### src/rtl/rr_req_encoder.sv
// rr_req_encoder
//   Round-robin request encoder. Request pulses on req[N-1:0] are latched as
//   sticky pending bits; pending lines are granted one at a time as a
//   registered binary index plus its one-hot echo, under a valid/ready
//   handshake.
//
// Ports
//   clock         rising-edge clock
//   ctrl_reset_n  asynchronous active-low reset
//   req           request pulses, ORed into pending
//   flush         synchronous clear of pending, pointer and grant
//   out_ready     consumer accepts the current grant
//   out_valid     grant present
//   out_index     binary index of granted line
//   out_onehot    one-hot of out_index while out_valid, else 0
//   pending_any   OR of the pending register
module rr_req_encoder #(
    parameter int N  = 32,
    parameter int IW = 5
) (
    input  logic          clock,
    input  logic          ctrl_reset_n,
    input  logic [N-1:0]  req,
    input  logic          flush,
    input  logic          out_ready,
    output logic          out_valid,
    output logic [IW-1:0] out_index,
    output logic [N-1:0]  out_onehot,
    output logic          pending_any
);

    logic [N-1:0]  pending;
    logic [IW-1:0] ptr;

    logic          accept;
    logic          load;
    logic [N-1:0]  acc_mask;
    logic [N-1:0]  srch;
    logic [IW-1:0] nxt_idx;
    logic [IW-1:0] start;
    logic [N-1:0]  srch_rot;
    logic [IW-1:0] rot_idx;
    logic [IW-1:0] win_idx;
    logic [N-1:0]  win_onehot;

    assign accept   = out_valid & out_ready;
    // out_onehot already equals onehot(out_index) whenever out_valid is high
    assign acc_mask = accept ? out_onehot : '0;
    // Search sees registered pending only; this cycle's req is not visible
    assign srch     = pending & ~acc_mask;
    assign nxt_idx  = out_index + 1'b1;
    assign start    = accept ? nxt_idx : ptr;
    assign load     = ~out_valid | accept;

    // Rotate the search set so that bit 'start' lands at position 0; the
    // lowest set bit of the rotated vector is then the round-robin winner.
    assign srch_rot = N'({srch, srch} >> start);

    always_comb begin
        rot_idx = '0;
        for (int i = N - 1; i >= 0; i--) begin
            if (srch_rot[i]) rot_idx = IW'(i);
        end
    end

    // N == 2**IW, so the IW-bit add wraps modulo N for free
    assign win_idx = start + rot_idx;

    generate
        for (genvar g = 0; g < N; g++) begin : g_oh
            assign win_onehot[g] = (win_idx == IW'(g));
        end
    endgenerate

    assign pending_any = |pending;

    always_ff @(posedge clock or negedge ctrl_reset_n) begin
        if (!ctrl_reset_n) begin
            pending    <= '0;
            ptr        <= '0;
            out_valid  <= 1'b0;
            out_index  <= '0;
            out_onehot <= '0;
        end else if (flush) begin
            // out_index intentionally holds across a flush
            pending    <= '0;
            ptr        <= '0;
            out_valid  <= 1'b0;
            out_onehot <= '0;
        end else begin
            // Set wins: a line re-requested in its accept cycle stays pending
            pending <= srch | req;
            if (accept) ptr <= nxt_idx;
            // In HOLD without accept the grant is frozen, no re-arbitration
            if (load) begin
                if (|srch) begin
                    out_valid  <= 1'b1;
                    out_index  <= win_idx;
                    out_onehot <= win_onehot;
                end else begin
                    out_valid  <= 1'b0;
                    out_onehot <= '0;
                end
            end
        end
    end

endmodule

### config.mk
export PLATFORM = sky130hd
export DESIGN_NAME = rr_req_encoder
export DESIGN_NICKNAME = d
export VERILOG_FILES = /design/src/rtl/rr_req_encoder.sv
export SDC_FILE = /design/constraint.sdc
export NUM_CORES = 1
export LEC_CHECK = 0
export ABC_AREA = 1
export ABC_CLOCK_PERIOD_IN_PS = 14400
export BUFFER_PORTS_ARGS = -buffer_cell sky130_fd_sc_hd__buf_2
export CORE_MARGIN = 2
export CORE_UTILIZATION = 42
export CTS_BUF_LIST = sky130_fd_sc_hd__clkbuf_4 sky130_fd_sc_hd__clkbuf_8
export CTS_CLUSTER_DIAMETER = 200
export CTS_CLUSTER_SIZE = 8
export DETAILED_ROUTE_END_ITERATION = 10
export GPL_TIMING_DRIVEN = 0
export HOLD_SLACK_MARGIN = 0.12
export PLACE_DENSITY_LB_ADDON = 0.2
export SYNTH_ARGS = -nofsm -noshare
export SYNTH_HDL_FRONTEND = slang
export SYNTH_SLANG_ARGS = --single-unit
### constraint.sdc
create_clock -name clock -period 14.4 [get_ports clock]
set_clock_uncertainty 0.05 [all_clocks]
set_input_delay 0 -clock clock [delete_from_list [all_inputs] [get_ports clock]]
set_output_delay 0 -clock clock [all_outputs]
set_load 0.005 [all_outputs]
Word level (Yosys, flattened, before mapping). Index checks and enable logic that the tools add are counted. Widths: inputs -> output; s select.

Add/sub/neg operators: 2. Eq/ne operators: 31. Reduce and logical (&&, ||, !) cells: 5. Bitwise gates (word level): 7. Shift operators: 1. Mux-type cells: 42.

Operators with widths (count): $mux 5 (34); $mux 32 (5); $eq 5x5->1 const B (16); $reduce_or 32->1 (2); $shr 64x5->32 (1); $eq 5x4->1 const B (8); $and 32x32->32 (1); $not 32->32 (1); $or 32x32->32 (1); $eq 5x3->1 const B (4); $eq 5x2->1 const B (2); $add 5x1->5 const B (1); $add 5x5->5 (1); $eq 5x1->1 const B (1); $logic_not 5->1 (1); $mux 1 (3); $reduce_and 3->1 (1); $not 1->1 (2); $reduce_bool 2->1 (1); $and 1x1->1 (1); $or 1x1->1 (1).

Input bits: 36. Register bits: 75. Output and inout port bits: 39. Word-level logic and storage cells: 93.

Longest topological paths before layout.
Depth in word-level cells: 42. Mapped depth: 53. Gate-level depth less buffers: 50.

Worst setup path after synthesis. OpenSTA, ideal clock, no wires.

Path kind: register -> register. Start point: register out_index[0]. End point: register out_onehot[25]. Setup slack: 9.513 ns. Clock period less this slack: 4.887 ns. Arrival time: 4.711 ns. Cell stages (with the launch flop): 50. Data required time: 14.223 ns. Buffers on the path: 2. Cell sequence: dfrtp_1 > ha_1 > o21ai_2 > buf_4 > nand3_1 > nand2_1 > nor2_1 > a31oi_1 > nand2_1 > nand2_1 > inv_1 > nand2_1 > o21ai_0 > nand2_1 > nand2_1 > nand2_1 > nand2_1 > nand2_1 > [14 not listed] > nand2_1 > nand2_1 > nand2_1 > nand2_1 > nand2_1 > nand2_1 > a21oi_1 > ha_1 > fa_1 > a21o_1 > a21oi_1 > xnor2_1 > or2_1 > nand2_2 > inv_2 > nand2_1 > buf_4 > o21ai_0.

Cells in the longest elaborated chain, start to end: 40.

Ends and longest elaborated chain: start: declaration (line 27) `output logic [IW-1:0] out_index,`; start signal: assignment (line 98) `out_index <= win_idx;`; $add 5x1->5 * (line 51) `assign nxt_idx = out_index + 1'b1;`; $mux 5 *; $shr 64x5->32 (line 57) `assign srch_rot = N'({srch, srch} >> start);`; $mux 5 (32 in series) (line 62) `if (srch_rot[i]) rot_idx = IW'(i);`; $add 5x5->5 * (line 67) `assign win_idx = start + rot_idx;`; $eq 5x5->1 * (line 71) `assign win_onehot[g] = (win_idx == IW'(g));`; $mux 32 * (line 96) `if (|srch) begin`; $mux 32 * (line 95) `if (load) begin`; $mux 32 * (line 84) `end else if (flush) begin`; end signal: assignment (line 99) `out_onehot <= win_onehot;`; end: declaration (line 28) `output logic [N-1:0] out_onehot,`.

Every way passes the cells marked *; elsewhere a longest branch is shown, timed or not. The select of a mux whose other input is x is not followed. A chain may end at the register's enable or synchronous reset.

Final worst setup path.
Start point: register out_index[0]. End point: register out_onehot[12].

Cells in the longest elaborated chain, start to end: 40.

Ends and longest elaborated chain (line): $add 5x1->5 * (51); $mux 5 *; $shr 64x5->32 (57); $mux 5 (32 in series) (62); $add 5x5->5 * (67); $eq 5x4->1 * (71); $mux 32 * (96); $mux 32 * (95); $mux 32 * (84).

Marks and branches as above.

==> flow_summary.toml <==
[finish]
stdcell_count = 1235
area_delta_synth_final_pct = 20.2
mostFrequentLayoutCell = "nand2_1"
antenna_cells = 0
layout_common_cells = "nand2_1, nand3_1, inv_1"
nets = 1092
drive_gt1_frac = 0.152

[sta]
slew_viol_final = 0
slew_headroom = 0.513
tns_ns = 0
fin_crit_sh = 0.415
fin_crit_ns = 5.97
fmaxAchievable_mhz = 167
worst_slew_pin_slew_ns = 0.724
setup_viol = 0
finalHoldViolCount = 0
rsz0062_at_grt = "no"

[critical_path]
worstPathMaxFanout = 10
cp-start-kind = "flip-flop"
cp_slowest_cell = "xor2_1"
path_class = "flip-flop to flip-flop"
required_ns = 14.60
arrival_ns = 6.17
worst_setup_path_end_kind = "flip-flop"
crit_top_cell = "nand2_1"
max_stage_delay_ns = 0.50

[yosys]
synth-edff-count = 0
synth_top_family_by_area = "simple AND/OR/NAND/NOR gates"
syn_avg_cell_area_um2 = 6.41
yosysTopAreaCell = "dfrtp_1"
synth-simple-area-share = 0.402
ys_warn_count = 0
yosysUniqueCellTypes = 41
ys.flop_type = "dfrtp_1"
ys_async_sr_fraction = 1.00
ys_ff_latch = 75
syn-instance-count = 928
syn-cell-area_um2 = 5950
yosysSeqAreaShare = 0.316
muxShareOfSynthArea = 0.00168
synth_top_cell_area_share = 0.316
synthXorXnorAreaFrac = 0.00715
synth_compound_area_frac = 0.142
yosys-top-cells-area = "dfrtp_1, nand2_1, nand3_1, inv_1, o21ai_0"
syn-num-nets = 970
synthAdderAreaFrac = 0.0139

[global_route]
grt-ovfl-total = 0
grtUsageTotal = 0.298
grt_pass1_wl_mm = 33.8
grt_max_degree = 50
antenna_found_initial = 0
first_global_vias = 6125

[drt]
first_pass_iters = 6
vias_per_cell = 5.46
wl_mm = 21.6
drc = 0
ant_nets = 0
drt_iter0_markers = 604
avgRoutedWirePerCell_um = 17.5
vias = 6744

[die]
initial_utilization = 0.428
core-area_um2 = 13900
ios = 75
die_x_um = 123
num_rows = 43
die_h_um = 123
die_area_um2 = 15100

[placement]
place_congestion = 0.986
numPlacedInstances = 1182
port_buffers = 73
hpwl_mm = 17.4

[pwr]
ir_drop_mv = 0.0688
p_per_area_nw_per_um2 = 155
power.leakage_uw = 0.00374

[clocking]
cts_tree = "done"
insertion_delay_ns = 0.36
root_buffer = "clkbuf_8"
cts_sinks = 75
htreeDepth = 3
clk_path_buf_depth = 2
cts_buffers = 9
path_clk_slew_ns = 0.08

[run]
max-cap-violations = 0

[outcome]
outcome = "complete, no violations"

[hold_path]
hp-class = "primary input to flip-flop"
worst max-delay path, delay by kind of cell (launching register included):
family | cells | cell delay, ns
compound gates | 6 | 1.33
xor+xnor | 1 | 0.50
fa+ha+maj | 3 | 1.04
buf+inv | 3 | 0.49
flops | 1 | 0.44
simple gates | 28 | 2.02
layout make-up:
cell class / instances / area (um2)
Fill cell: 1403 / 6730
Multi-Input combinational cell: 698 / 3370
Sequential cell: 75 / 1880
Timing Repair Buffer: 111 / 776
Inverter: 108 / 408
Buffer: 47 / 295
Tap cell: 180 / 225
Clock buffer: 12 / 153
Clock inverter: 4 / 50.0
worst paths after layout:
| kind | cells after the start | to | slack, ns | start |
|---|---|---|---|---|
| setup / recovery | 41 | out_onehot[12] | 8.43 | out_index[0] |
| hold / removal | 4 | pending[25] | 0.14 | out_ready |
| setup reg to reg | 41 | out_onehot[12] | 8.43 | out_index[0] |
| hold reg to reg | 2 | out_onehot[3] | 0.48 | out_onehot[3] |
| max in group asynchronous | 4 | out_onehot[24] | 13.39 | ctrl_reset_n |
| min in group asynchronous | 4 | out_onehot[11] | 0.63 | ctrl_reset_n |
per-stage QoR:
step / total power, uW / setup WS, ns / instance area [um2] / hold slack [ns] / util
2_1_floorplan: 716 / 9.51 / 5950 / -0.346 / -
3_3_place_gp: 916 / 8.53 / 6540 / 0.170 / 0.471
3_5_place_dp: 917 / 8.57 / 6570 / -0.116 / 0.473
4_1_cts: 1090 / 8.51 / 7150 / 0.131 / 0.515
5_1_grt: 1190 / 7.92 / 7150 / 0.189 / 0.515
6_report: 1110 / 8.43 / 7150 / 0.136 / 0.515
cells by family after synthesis:
family / count (synthesis)
fa+ha+maj: 6
flops: 75
compound gates: 142
xor+xnor: 4
mux: 1
buf+inv: 155
simple gates: 545
layer usage:
metal,routed length (um),share of wire,global-route usage,up-vias
met5,0,0,0,-
met4,474,0.022,0.0703,0
met3,1730,0.080,0.0549,38
met2,9520,0.44,0.449,296
met1,9920,0.46,0.444,3099
li1,-,-,-,3311
synthesized netlist by cell type (2+ instances only):
cell	n
a31oi_1	8
o32ai_1	4
buf_4	16
nor4_2	2
or2_2	4
a21oi_1	31
o21ai_1	17
nand2_1	283
inv_2	3
and2_1	2
xor2_1	2
o21ai_0	52
nand2_2	4
clkbuf_1	8
o22ai_1	6
dfrtp_1	75
o21ai_2	11
o31ai_2	3
buf_6	5
ha_1	5
nor4_1	10
nor2_1	46
nand3_1	177
o31ai_1	5
a21o_1	2
buf_2	17
nor3_1	2
inv_1	104
nand4_1	12
repair_timing:
| item | in CTS | in global routing |
|---|---|---|
| endpoints found under the hold margin | 109 | 0 |
| hold buffers | 37 | 0 |
| gates resized for setup | 0 | 0 |
| setup buffers | 0 | 0 |
where the power goes:
group	switching (uW)	internal (uW)	leakage [uW]	total [uW]
clock network	77.8	88.4	0.0000994	166
registers	22.8	236	0.000986	259
logic	467	216	0.00265	683
total	567	540	0.00374	1110
registers in the layout (all words and copies together) (netlist names):
name        count
out_index       5
out_onehot     32
out_valid       1
pending        32
ptr             5
(Power assumes the default switching activity.)
